`src/rtl/wb_apply.sv`:
```
// White-balance apply: per-channel gain multiply with round-half-up and saturation.
// Shadow gains and the enable are swapped only on the last pixel of a frame.
module wb_apply #(
   parameter logic [10:0] IMG_HDISP = 11'd1936,
   parameter logic [10:0] IMG_VDISP = 11'd1088,
   parameter int          GAIN_FRAC = 31
) (
   input  logic        clk,
   input  logic        rst,
   input  logic        per_img_clken,
   input  logic [23:0] per_img_data,
   input  logic [38:0] in_gain_r,
   input  logic [38:0] in_gain_g,
   input  logic [38:0] in_gain_b,
   input  logic        wb_en,
   output logic        post_img_clken,
   output logic [23:0] post_img_data,
   output logic        frame_done
);

   localparam logic [38:0] GAIN_ONE = 39'd1 << GAIN_FRAC;
   localparam logic [47:0] RND      = 48'd1 << (GAIN_FRAC - 1);

   logic [10:0]       h_cnt_q, h_cnt_d, v_cnt_q, v_cnt_d;
   logic              last;
   logic [2:0][38:0]  in_gain;
   logic [2:0][38:0]  gain_q, gain_d, g0_q, g0_d;
   logic              en_q, en_d, en0_q, en0_d, en1_q, en1_d;
   logic              v0_q, v0_d, v1_q, v1_d, v2_q, v2_d;
   logic [23:0]       d0_q, d0_d, d1_q, d1_d, out_q, out_d;
   logic [2:0][47:0]  p1_q, p1_d;
   logic              done_q, done_d;
   logic [47:0]       q;

   assign in_gain = {in_gain_r, in_gain_g, in_gain_b};

   always_comb begin
      h_cnt_d = h_cnt_q;
      v_cnt_d = v_cnt_q;
      gain_d  = gain_q;
      en_d    = en_q;
      out_d   = out_q;
      q       = '0;
      last    = per_img_clken && (h_cnt_q == IMG_HDISP - 11'd1)
                && (v_cnt_q == IMG_VDISP - 11'd1);

      if (per_img_clken) begin
         if (h_cnt_q == IMG_HDISP - 11'd1) begin
            h_cnt_d = '0;
            v_cnt_d = (v_cnt_q == IMG_VDISP - 11'd1) ? 11'd0 : v_cnt_q + 11'd1;
         end else begin
            h_cnt_d = h_cnt_q + 11'd1;
         end
      end

      done_d = last;
      // A zero gain input means "no new estimate": keep the previous one.
      if (last) begin
         for (int c = 0; c < 3; c++)
            if (in_gain[c] != '0) gain_d[c] = in_gain[c];
         en_d = wb_en;
      end

      // S0 snapshots the shadows so the boundary pixel keeps the old gains.
      v0_d  = per_img_clken;
      d0_d  = per_img_data;
      g0_d  = gain_q;
      en0_d = en_q;

      v1_d  = v0_q;
      d1_d  = d0_q;
      en1_d = en0_q;
      for (int c = 0; c < 3; c++)
         p1_d[c] = 48'(d0_q[c*8 +: 8]) * 48'(g0_q[c]) + RND;

      v2_d = v1_q;
      if (v1_q) begin
         for (int c = 0; c < 3; c++) begin
            q = p1_q[c] >> GAIN_FRAC;
            if (!en1_q)          out_d[c*8 +: 8] = d1_q[c*8 +: 8];
            else if (q > 48'd255) out_d[c*8 +: 8] = 8'hff;
            else                 out_d[c*8 +: 8] = q[7:0];
         end
      end
   end

   always_ff @(posedge clk) begin
      if (rst) begin
         h_cnt_q <= '0;
         v_cnt_q <= '0;
         gain_q  <= {3{GAIN_ONE}};
         en_q    <= 1'b0;
         done_q  <= 1'b0;
         v0_q    <= 1'b0;
         d0_q    <= '0;
         g0_q    <= {3{GAIN_ONE}};
         en0_q   <= 1'b0;
         v1_q    <= 1'b0;
         d1_q    <= '0;
         en1_q   <= 1'b0;
         p1_q    <= '0;
         v2_q    <= 1'b0;
         out_q   <= '0;
      end else begin
         h_cnt_q <= h_cnt_d;
         v_cnt_q <= v_cnt_d;
         gain_q  <= gain_d;
         en_q    <= en_d;
         done_q  <= done_d;
         v0_q    <= v0_d;
         d0_q    <= d0_d;
         g0_q    <= g0_d;
         en0_q   <= en0_d;
         v1_q    <= v1_d;
         d1_q    <= d1_d;
         en1_q   <= en1_d;
         p1_q    <= p1_d;
         v2_q    <= v2_d;
         out_q   <= out_d;
      end
   end

   assign post_img_clken = v2_q;
   assign post_img_data  = out_q;
   assign frame_done     = done_q;

endmodule
```
`config.mk`:
```
export PLATFORM = sky130hd
export DESIGN_NAME = wb_apply
export DESIGN_NICKNAME = d
export VERILOG_FILES = /design/src/rtl/wb_apply.sv
export SDC_FILE = /design/constraint.sdc
export NUM_CORES = 2
export LEC_CHECK = 0
export CAP_MARGIN = 20
export CORE_ASPECT_RATIO = 0.7
export CORE_MARGIN = 2
export CORE_UTILIZATION = 65
export CTS_CLUSTER_DIAMETER = 60
export DETAILED_ROUTE_END_ITERATION = 16
export GPL_TIMING_DRIVEN = 0
export HOLD_SLACK_MARGIN = 0.05
export PLACE_DENSITY = 0.84
export SLEW_MARGIN = 20
export SYNTH_ARGS = -nofsm -noshare
export SYNTH_HDL_FRONTEND = slang
export SYNTH_SLANG_ARGS = --single-unit
```
`constraint.sdc`:
```
create_clock -name clk -period 12.7 [get_ports clk]
set_input_delay 2.54 -clock clk [delete_from_list [all_inputs] [get_ports clk]]
set_output_delay 2.54 -clock clk [all_outputs]
set_load 0.02 [all_outputs]
```
==> flow_summary.toml <==
[pwr]
vdd_drop_max_mv = 0.0991
p_comb_share_pct = 7.9
p_int_w = 0.00209
p_leak_nw = 22.7
pwr-share-seq_pct = 43.1
netSwitchingFraction_pct = 26.9
p_per_area_mw_per_mm2 = 61.8
p_clk_share_pct = 49.0
switching_power_w = 0.000768

[floorplanning]
ioPinCount = 171
chipWidth_um = 308
die_h_um = 216
fp-row-count = 77
initial_utilization_pct = 66.0
die-area_mm2 = 0.0666
coreArea_mm2 = 0.0635

[detailed_routing]
wl_per_cell_um = 20.0
drt-initial-drc-count = 2705
drt-met1-wl_um = 47400
met2WireLength_um = 45700
highest_layer = "met5"
ant_nets = 0
drc = 0
finalWirelength_um = 113000
vias_per_cell = 5.65
wl_met3_um = 15400
drt_pass1_iterations = 6
vias = 31800

[run_status]
status = "completed"

[timing]
worst_slack_ps = 5880
max_freq_mhz = 147
tightest_slew_ps = 1250
hold_violations = 0
relSlewSlack_pct = 16.4
fin_skew_ps = 34.8
fin_crit_sh_pct = 53.7
hold_ws_ps = 436
slew_viol_final = 0
setup_viol = 0
timing.setup.tns_ps = 0
rsz0062_at_grt = "no"
finalCriticalPeriod_ps = 6820

[cells_and_area]
final_nets = 5885
finalNonFillerCells = 5630
final_core_util_pct = 72.9
synthToLayoutAreaGrowth_pct = 10.4
final_layout_size_suffix_gt1_share_pct = 2.48

[grt]
antenna_found_initial = 4
grt_usage_pct = 34.6
grt_pass1_wl_um = 177000
grt_pass1_vias = 32600
grt_max_degree = 18
grt_overflow_total = 0

[yosys]
synth-edff-count = 0
synth_area_leader_cell = "fa_1"
yosysWarnings = 0
avgSynthCellArea_um2 = 9.22
synth.distinct_cells = 79
synth.area.top_cells = "fa_1, dfxtp_1, and2_1, ha_1, inv_1"
syn_nets = 5667
ys.flop_type = "dfxtp_1"
synth_top_area_share_pct = 31.7
yosysSeqAreaShare_pct = 18.4
synthArstFlopShare_pct = 0
ys_seq_elements = 386
synth_area_mm2 = 0.0419
synth_cells = 4548

[placement]
dp_cells = 5547
dp_slack_ps = 6100
gp_congestion = 1.01
port_buffers = 170
dpl.hpwl_um = 91000

[worst_setup_path]
start_kind = "flip-flop"
worst-endpoint-required_ps = 13210
crit_fanout = 10
critPathCaptureType = "flip-flop"
critPathArrivalTime_ps = 7330
crit_type = "flip-flop to flip-flop"

[clock_tree]
ctsResizeCount = 0
cts_inserted_buffers = 46
cts_root_buffer = "clkbuf_16"
cts_setup_buffers = 0
cts_buffer_depth = 3
htreeDepth = 2
cts_tree = "done"
clk_pin_slew_worst_paths_ps = 70
worstSkewPairLatency_ps = 620
clock-sinks = 386
hold_buffers = 0

[run]
cap_violations = 0

[worst_hold_path]
hold_class = "flip-flop to flip-flop"
[power by group through the flow]
stage | Clock, W | Sequential (W) | Combinational, W
final | 0.00140 | 0.00123 | 0.000227
after global routing | 0.00146 | 0.00123 | 0.000237
after CTS | 0.00141 | 0.00123 | 0.000218
after detailed placement | 0 | 0.00126 | 0.000217
after global placement | 0 | 0.00126 | 0.000214
after floorplan | 0 | 0.00126 | 0.0000865
[worst max-delay path: stages (launching register included)]
cell and delay (ps):
dfxtp_1 360, clkbuf_1 710, clkbuf_1 650, and2_1 230, ha_1 140, inv_1 50, fa_1 540, inv_1 60
fa_1 540, inv_1 50, fa_1 470, inv_1 40, ha_1 380, nand3_1 180, nor4_1 540, o2111ai_1 190
o21ai_1 360, o2111ai_1 260, a21boi_2 310, a311oi_2 150, o21bai_1 170, mux2_1 330
[cells by family after synthesis]
family	Yosys count	synth area share, %
AOI/OAI and AO/OA	356	5.74
xor gates and xnor gates	58	1.21
adders and majority gates	974	40.9
buffers and inverters	1059	9.65
DFF	386	18.4
muxes	119	2.85
and+or+nand+nor	1596	21.2
[placed cells by master, fill, tap and decap left out, types with 33 or more instances in the layout]
| master | synthesis | layout |
|---|---|---|
| a21o_1 | 61 | 61 |
| a21oi_1 | 124 | 124 |
| and2_1 | 751 | 751 |
| clkbuf_1 | 155 | 158 |
| clkbuf_16 | 0 | 46 |
| clkdlybuf4s50_1 | 0 | 170 |
| dfxtp_1 | 386 | 386 |
| fa_1 | 663 | 663 |
| ha_1 | 311 | 311 |
| inv_1 | 890 | 890 |
| mux2i_1 | 117 | 117 |
| nand2_1 | 237 | 237 |
| nand2b_1 | 33 | 33 |
| nor2_1 | 214 | 214 |
| nor2b_1 | 178 | 178 |
| nor4_1 | 39 | 39 |
| o21ai_0 | 37 | 37 |
[synth_stat cells, types with 26 or more instances]
master,number
xnor2_1,29
inv_1,890
nor2_1,214
nand4_1,26
clkbuf_1,155
ha_1,311
nand2b_1,33
xor2_1,29
nor4_1,39
fa_1,663
o21ai_0,37
mux2i_1,117
dfxtp_1,386
nand3_1,27
and2_1,751
nor3_1,27
a21oi_1,124
a21o_1,61
nand2_1,237
nor2b_1,178
[flip-flops by register name, summed over array words and instances (netlist names)]
| register | flops |
|---|---|
| g0_d | 117 |
| g0_q | 117 |
| p1_q | 51 |
| d0_q | 24 |
| d1_q | 24 |
| post_img_data | 24 |
| h_cnt_q | 11 |
| v_cnt_q | 11 |
| en0_d | 1 |
| en0_q | 1 |
| en1_q | 1 |
| frame_done | 1 |
| post_img_clken | 1 |
| v0_q | 1 |
| v1_q | 1 |
[path summary, 6_finish.rpt]
| kind | endpoint | slack [ps] | cells after the start | startpoint |
|---|---|---|---|---|
| worst max-delay path | p1_q[46] | 5880 | 21 | d0_q[0] |
| worst min-delay path | en1_q | 440 | 1 | en0_q |
| worst max register to register | p1_q[46] | 5880 | 21 | d0_q[0] |
| worst min register to register | en1_q | 440 | 1 | en0_q |
[through the flow]
step / total power [W] / instance area [um^2]
after global placement: 0.00147 / 44700
final: 0.00286 / 46300
after detailed placement: 0.00148 / 44700
after floorplan: 0.00134 / 41900
after CTS: 0.00286 / 46300
after global routing: 0.00293 / 46300
[area by class of cell]
class / count / area (um^2)
clock buffer: 52 / 1200
sequential: 386 / 7730
antenna: 1 / 2.50
buffer: 169 / 704
tap: 829 / 1040
inverter: 890 / 3340
timing repair buffer: 170 / 1700
clock inverter: 30 / 405
fill: 4644 / 17200
multi-input combinational: 3103 / 30200
[per-layer routing]
metal  vias up  global-route usage [%]
li1      14300                       -
met1     15600                    48.5
met2      1665                    49.2
met3       268                    13.3
met4         8                    11.1
met5         -                    1.38
(Power assumes the default switching activity.)
